<file path="src/rtl/seq_vote_machine.sv">
// Clocked N-voter ballot engine: a session opens on start, accepts one ballot per
// voter until everyone has voted or the timer expires, then reports tallies and flags.
module seq_vote_machine #(
    parameter  int N_VOTERS = 4,
    parameter  int TIMEOUT  = 255,
    parameter  int MODE     = 0,
    localparam int CW       = $clog2(N_VOTERS + 1)
) (
    input  logic                clk,
    input  logic                rst_n,
    input  logic                start,
    input  logic [N_VOTERS-1:0] cast,
    input  logic [N_VOTERS-1:0] ballot,
    output logic                busy,
    output logic [N_VOTERS-1:0] voted,
    output logic [CW-1:0]       yes_cnt,
    output logic [CW-1:0]       no_cnt,
    output logic                done,
    output logic                pass,
    output logic                tie,
    output logic                timed_out
);

    // Timer counts 0..TIMEOUT-1 inside OPEN.
    localparam int          TW       = (TIMEOUT > 1) ? $clog2(TIMEOUT) : 1;
    localparam logic [TW-1:0] TIMER_LAST = TW'(TIMEOUT - 1);
    localparam logic [CW:0]   N_EXT      = (CW + 1)'(N_VOTERS);

    typedef enum logic [1:0] {
        S_IDLE  = 2'd0,
        S_OPEN  = 2'd1,
        S_TALLY = 2'd2
    } state_t;

    state_t                r_state;
    state_t                w_state_nxt;

    logic [N_VOTERS-1:0]   r_voted;
    logic [CW-1:0]         r_yes;
    logic [CW-1:0]         r_no;
    logic [TW-1:0]         r_timer;
    logic                  r_pass;
    logic                  r_tie;
    logic                  r_timed_out;
    logic                  r_done;

    logic [N_VOTERS-1:0]   w_accepted;
    logic [N_VOTERS-1:0]   w_voted_nxt;
    logic [CW-1:0]         w_yes_nxt;
    logic [CW-1:0]         w_no_nxt;
    logic                  w_all_voted;
    logic                  w_timer_last;
    logic                  w_load;
    logic                  w_in_open;
    logic                  w_in_tally;
    logic                  w_pass;
    logic                  w_tie;

    function automatic logic [CW-1:0] popcount(input logic [N_VOTERS-1:0] v);
        logic [CW-1:0] c;
        c = '0;
        for (int i = 0; i < N_VOTERS; i++) begin
            c = c + CW'(v[i]);
        end
        return c;
    endfunction

    // Ballot acceptance: only the first cast per voter in a session counts.
    assign w_accepted   = cast & ~r_voted;
    assign w_voted_nxt  = r_voted | w_accepted;
    assign w_yes_nxt    = r_yes + popcount(w_accepted & ballot);
    assign w_no_nxt     = r_no + popcount(w_accepted & ~ballot);
    assign w_all_voted  = &w_voted_nxt;
    assign w_timer_last = (r_timer == TIMER_LAST);

    // Result compare in CW+1 bits so 2*yes never wraps.
    always_comb begin
        w_pass = 1'b0;
        w_tie  = 1'b0;
        if (MODE == 1) begin
            w_pass = ({r_yes, 1'b0} > N_EXT);
            w_tie  = ({r_yes, 1'b0} == N_EXT);
        end else begin
            w_pass = ({1'b0, r_yes} > {1'b0, r_no});
            w_tie  = ({1'b0, r_yes} == {1'b0, r_no});
        end
    end

    // NOTE: sequential state uses non-blocking assignments so every register
    // samples pre-edge values, independent of process ordering.
    always_ff @(posedge clk or negedge rst_n) begin
        if (!rst_n) begin
            r_state <= S_IDLE;
        end else begin
            r_state <= w_state_nxt;
        end
    end

    // NOTE: a default assignment at the top of every always_comb keeps
    // synthesis from inferring latches on paths that don't assign.
    always_comb begin
        w_state_nxt = r_state;
        case (r_state)
            S_IDLE:  if (start) w_state_nxt = S_OPEN;
            S_OPEN:  if (w_all_voted || w_timer_last) w_state_nxt = S_TALLY;
            S_TALLY: w_state_nxt = S_IDLE;
            default: w_state_nxt = S_IDLE;
        endcase
    end

    always_comb begin
        busy       = 1'b0;
        w_load     = 1'b0;
        w_in_open  = 1'b0;
        w_in_tally = 1'b0;
        case (r_state)
            S_IDLE:  w_load     = start;
            S_OPEN:  begin busy = 1'b1; w_in_open  = 1'b1; end
            S_TALLY: begin busy = 1'b1; w_in_tally = 1'b1; end
            default: busy       = 1'b0;
        endcase
    end

    // NOTE: every datapath register is plain flops (no memory arrays), so all
    // of it is reset; rst_n alone must leave the outputs at zero.
    always_ff @(posedge clk or negedge rst_n) begin
        if (!rst_n) begin
            r_voted     <= '0;
            r_yes       <= '0;
            r_no        <= '0;
            r_timer     <= '0;
            r_pass      <= 1'b0;
            r_tie       <= 1'b0;
            r_timed_out <= 1'b0;
            r_done      <= 1'b0;
        end else begin
            r_done <= w_in_tally;
            if (w_load) begin
                r_voted     <= '0;
                r_yes       <= '0;
                r_no        <= '0;
                r_timer     <= '0;
                r_pass      <= 1'b0;
                r_tie       <= 1'b0;
                r_timed_out <= 1'b0;
            end
            if (w_in_open) begin
                r_voted <= w_voted_nxt;
                r_yes   <= w_yes_nxt;
                r_no    <= w_no_nxt;
                if (w_all_voted) begin
                    r_timed_out <= 1'b0;
                end else if (w_timer_last) begin
                    r_timed_out <= 1'b1;
                end else begin
                    r_timer <= r_timer + TW'(1);
                end
            end
            if (w_in_tally) begin
                r_pass <= w_pass;
                r_tie  <= w_tie;
            end
        end
    end

    assign voted     = r_voted;
    assign yes_cnt   = r_yes;
    assign no_cnt    = r_no;
    assign done      = r_done;
    assign pass      = r_pass;
    assign tie       = r_tie;
    assign timed_out = r_timed_out;

endmodule

</file>
<file path="config.mk">
export PLATFORM = sky130hd
export DESIGN_NAME = seq_vote_machine
export DESIGN_NICKNAME = d
export VERILOG_FILES = /design/src/rtl/seq_vote_machine.sv
export SDC_FILE = /design/constraint.sdc
export NUM_CORES = 1
export LEC_CHECK = 0
export ABC_AREA = 1
export CAP_MARGIN = 20
export CORE_MARGIN = 10
export CORE_UTILIZATION = 40
export DETAILED_ROUTE_END_ITERATION = 10
export GPL_ROUTABILITY_DRIVEN = 0
export PLACE_DENSITY = 0.61
export SYNTH_ARGS = -nofsm -noshare
export SYNTH_HDL_FRONTEND = slang
export SYNTH_SLANG_ARGS = --single-unit
export TNS_END_PERCENT = 30
</file>
<file path="constraint.sdc">
create_clock -name clk -period 3 [get_ports clk]
set_clock_uncertainty 0.15 [all_clocks]
set_input_delay 0.3 -clock clk [delete_from_list [all_inputs] [get_ports clk]]
set_output_delay 0.3 -clock clk [all_outputs]
set_load 0.1 [all_outputs]
</file>
==> results of run 1 <==
-- layer usage --
metal	part of all wire, %	global-route usage (%)	wire (um)
met3	4.8	2.54	161
met2	48	18.9	1620
met5	0	0	0
met1	47	13.1	1590
met4	0	2.60	0
-- logic make-up (layout without fill, tap and decap cells) --
family	count (synthesis)	after routing	synth area share [%]
and+or+nand+nor	78	78	25.2
buffers and inverters	31	59	7.93
AOI/OAI and AO/OA	24	24	9.52
DFF	24	24	40.1
adders and majority gates	15	15	15.5
xor gates and xnor gates	3	3	1.75
-- registers in the layout (all words and copies together) (netlist names) --
name / cells
done: 1
no_cnt: 3
pass: 1
r_state: 2
r_timer: 8
tie: 1
timed_out: 1
voted: 4
yes_cnt: 3
-- cells in the final DEF (no fill, tap or decap) --
cell,count
a21oi_1,2
buf_4,17
clkbuf_8,3
clkdlybuf4s50_1,10
dfrtp_1,24
fa_1,6
ha_1,9
inv_1,28
inv_2,1
nand2_1,35
nand2_2,1
nand2_4,1
nand3_1,19
nand3_4,1
nand3b_1,5
nand4_1,3
nor2_1,10
nor2_4,1
nor3_1,1
nor4_1,1
o21ai_0,10
o21ai_1,1
o21ai_2,3
o21bai_1,1
o22ai_1,7
xnor2_1,2
xor2_1,1
-- synthesized netlist by cell type --
library cell / n / area, um^2
dfrtp_1: 24 / 601
nand3_4: 1 / 17.5
nor3_1: 1 / 5.00
o21ai_1: 1 / 5.00
buf_2: 2 / 10.0
inv_2: 1 / 3.75
ha_1: 9 / 113
o21ai_2: 3 / 26.3
nand3_1: 19 / 95.1
nor2_4: 1 / 11.3
inv_1: 28 / 105
o22ai_1: 7 / 43.8
o21ai_0: 10 / 50.1
nand3b_1: 5 / 37.5
nand2_1: 35 / 131
nand2_4: 1 / 11.3
nor2_1: 10 / 37.5
nand2_2: 1 / 6.26
fa_1: 6 / 120
a21oi_1: 2 / 10.0
xnor2_1: 2 / 17.5
nand4_1: 3 / 18.8
nor4_1: 1 / 6.26
o21bai_1: 1 / 7.51
xor2_1: 1 / 8.76
-- metrics by stage --
step           cell area [um^2]  cells  hold WS, ps  utilization [%]
6_report                   1820    251          245             50.0
4_1_cts                    1820    251          264             50.0
3_3_place_gp               1780    248          345             48.9
2_1_floorplan              1500    175         -146                -
3_5_place_dp               1780    248          358             48.9
5_1_grt                    1820    251          287             50.0
-- worst max-delay path, stage by stage --
cell	delay [ps]
clkdlybuf4s50_1	510
nand3b_1	120
fa_1	490
fa_1	430
inv_1	70
fa_1	410
nand2_1	80
o21ai_0	80
-- how the worst max path moves through the flow --
stage,slack (ps),endpoint
after detailed placement,200,no_cnt[1]
after floorplan,50,no_cnt[1]
after global placement,270,no_cnt[1]
after CTS,490,no_cnt[1]
final,500,no_cnt[1]
after global routing,420,no_cnt[1]
-- final cells by class --
cell class	instances	area, um^2	share of cell area [%]
Multi-Input combinational cell	120	779	42.9
Sequential cell	24	601	33.0
Timing Repair Buffer	27	228	12.5
Inverter	29	109	5.99
Tap cell	48	60.1	3.30
Clock buffer	3	41.3	2.27
==> run summary, run 1 <==
Final worst slack - 504 ps
DRC viols - 0
Worst flop-to-flop path endpoint - no_cnt[1]
DIE WIDTH - 81.2 um
Place WS - 202 ps
Syn Nets - 201
Final setup violation count - 0
Via count - 1228
Hold Crit Class - input pin to asynchronous set/reset pin
Sinks on Clock Net - 24
Fin nets - 231
Run status - complete, no violations
Sequential-to-total area share from yosys stat - 40.1%
Max Cap Viol - 0
Synth warnings - 0
WL/cell - 13.4 um
Slew HR - 66.6%
Core Rows - 22
Final period util - 83.2%
First-pass GRT wire length - 5840 um
Crit Reg-Reg Startpoint - voted[0]
Vias in the first global route - 1292
Number of synthesized register bits - 24
DRT Pass-1 Iters - 4
Cts repair resizes - 0
Worst-Margin Slew - 500 ps
WS Path Type - input pin to flop
Worst setup path startpoint - cast[0]
DIE AREA - 6600 um^2
Clock Latency Late Sink - 260 ps
Cell area after synthesis - 1500 um^2
Layout cells sized above 1 - 13.8%
Antenna-violating nets left - 0
CTS tree - yes
Highest Clock Rate - 0.401 GHz
CTS buffer count - 3
Final min period - 2500 ps
Setup bufs post-CTS - 0
Port buffer count - 25
Antenna violations before repair - 0
Worst setup SP type - input pin
Clock Path Buffers - 2
WP data required - 3000 ps
TNS Setup - 0 ps
Clock slew at reported path FFs - 80 ps
CP Capture Type - flop
Hold-fix buffers, CTS - 0
Worst EP arrival - 2490 ps
Worst Reg-to-Reg Cells - 8
Fin. max-slew vios - 0
Largest net degree at the start of global routing - 25
Root Buffer - clkbuf_8
Final WL - 3370 um
Syn Inst Count - 175
H-Tree Depth - 1
Vias per cell - 4.89
Half-perimeter wire length after placement - 2610 um
All-layer global routing usage - 10.8%
RSZ-0062 raised after global routing - false
R2R setup slack - 550 ps
Die Span Y - 81.2 um
Fillcell total - 364
Core area - 3630 um^2
Final Hold Vio Count - 0
Ports - 26
Crit-path max FO - 3
Gr ovfl total - 0
Initial DRC count - 70
ANT cells - 0
Initial Utilization - 41.3%
Synthesized area per cell - 8.57 um^2
Area delta synth->final - 21.3%
Synth unique cells - 25
Power of run 1 is not shown: default switching activity piles up to over one toggle a cycle in this logic, so the estimate is an artifact.
==> run 2, diff against run 1 <==
PLACE_DENSITY = 0.64   (was 0.61)
clock period = 2 ns   (was 3 ns; I/O delays follow)
==> run summary, run 2 (synthesis results as in run 1) <==
Run status - complete, but fails checks
Failing checks - negative setup slack
ANT cells - 0 (unchanged)
Worst-Margin Slew - 398 ps (-103 ps)
Ports - 26 (unchanged)
Most frequent cells in the layout - nand2_1 (35), buf_4 (27), inv_1 (25), dfrtp_1 (20), nand3_1 (18)
H-Tree Depth - 1 (unchanged)
Die Span Y - 81.2 um (unchanged)
Clock Path Buffers - 2 (unchanged)
Hold-fix buffers, CTS - 0 (unchanged)
Met1 wire length - 1480 um (-7.3%)
DIE AREA - 6600 um^2 (unchanged)
Fin nets - 242 (+4.8%)
Final period util - 119%
Place WS - -559 ps (-760 ps)
Highest Clock Rate - 0.421 GHz
Half-perimeter wire length after placement - 2700 um (+3.3%)
CP delay by family, top - adder cells
Slew HR - 73.3% (+6.6 points)
Commonest non-fill, non-tap cell in the layout - nand2_1
WL/cell - 13.0 um (-3.3%)
Crit path largest cell delay - 500 ps (about the same)
Final setup violation count - 5 (+5)
Max layer used - met4
Max reg flops - 8 (unchanged)
CTS tree - yes
Tightest hold margin - 143 ps (-101 ps)
DIE WIDTH - 81.2 um (unchanged)
Critical Path, Cell by Cell - inv_4 -> nand3b_1 -> fa_1 -> fa_2 -> inv_2 -> fa_2 -> nand2_1 -> o21ai_1
Crit-path max FO - 3 (unchanged)
RSZ-0062 raised after global routing - true
Initial Utilization - 41.3% (unchanged)
Final min period - 2380 ps
First-pass GRT wire length - 5910 um (+1.2%)
WS Path Type - flop to flop
Worst setup SP type - flop
Initial DRC count - 66 (-5.7%)
Core Rows - 22 (unchanged)
Clock slew at reported path FFs - 90 ps (about the same)
Final Hold Vio Count - 0 (unchanged)
Metal3 WL - 253 um (+57%)
DRC viols - 0 (unchanged)
Worst EP arrival - 2390 ps (-100 ps)
Gr ovfl total - 0 (unchanged)
Antenna violations before repair - 0 (unchanged)
CTS buffer count - 3 (unchanged)
Port buffer count - 25 (unchanged)
Largest net degree at the start of global routing - 25 (unchanged)
Critical Path Most Common Cell - fa_2
Final WL - 3410 um (+1.3%)
Hold Crit Class - input pin to asynchronous set/reset pin
Fin. max-slew vios - 0 (unchanged)
Area delta synth->final - 31.2%
Vias in the first global route - 1293 (+0.077%)
Final worst slack - -377 ps (-882 ps)
Antenna-violating nets left - 0 (unchanged)
Top reg by flops - r_timer
CP max-delay cell - dfrtp_4
Core area - 3630 um^2 (unchanged)
Root Buffer - clkbuf_8
WP data required - 2010 ps (-990 ps)
CP Capture Type - flop
All-layer global routing usage - 11.1% (+0.31 points)
Clock Latency Late Sink - 260 ps (about the same)
Sinks on Clock Net - 24 (unchanged)
Vias per cell - 5.04 (+3.0%)
Layout cells sized above 1 - 24.7% (+11 points)
Setup bufs post-CTS - 0 (unchanged)
Via count - 1325 (+7.9%)
Worst path bufs/invs - 2 (unchanged)
DRT Pass-1 Iters - 4 (unchanged)
Max Cap Viol - 0 (unchanged)
Met2 WL post-DR - 1640 um (+1.3%)
Fin util - 54.1% (+4.1 points)
[run 2: cell types whose count changed in the layout (fill, tap and decap cells not counted), sizes merged]
cell    before  now
buf         17   28
clkbuf       3    4
[run 2: area by class of cell]
class                           instances  area, um^2
Timing Repair Buffer                   38         323
Clock buffer                            4        55.1
Fill cell                             363        1670
Sequential cell                        24         616
Tap cell                               48        60.1
Inverter                               29         111
Multi-Input combinational cell        120         802
[run 2: worst register-to-register path, cell delays in order, from the launching register on]
cell and delay, ps:
dfrtp_4 500, inv_4 70, nand3b_1 100, fa_1 500, fa_2 380, inv_2 60, fa_2 420, nand2_1 60
o21ai_1 50
[run 2: metrics by stage]
stage | std cells | TNS, ps | instance area (um^2)
after CTS | 263 | -1330 | 1960
after global placement | 259 | -2330 | 1900
after floorplan | 175 | -2040 | 1520
after detailed placement | 259 | -2530 | 1900
after global routing | 263 | -1840 | 1970
final | 263 | -1240 | 1970
[run 2: worst paths after layout]
kind,from,end,slack [ps],depth (start not counted)
min in group clk,pass,pass,370,2
worst max-delay path,voted[2],no_cnt[1],-380,8
worst min-delay path,rst_n,no_cnt[0],140,2
max in group asynchronous,rst_n,voted[2],1280,2
worst max register to register,voted[2],no_cnt[1],-380,8
worst min register to register,pass,pass,370,2
[run 2: layer usage]
metal	GRT usage (%)	vias to the layer above
li1	-	649
met1	13.0	643
met2	19.6	29
met3	2.87	4
met4	3.11	0
met5	0	-
[run 2: repair_timing]
action / in CTS / in global routing
pin swaps: 3 / 6
setup endpoints to repair: 6 / 6
resized for setup: 3 / 2
Power of run 2 is left out for the same reason.
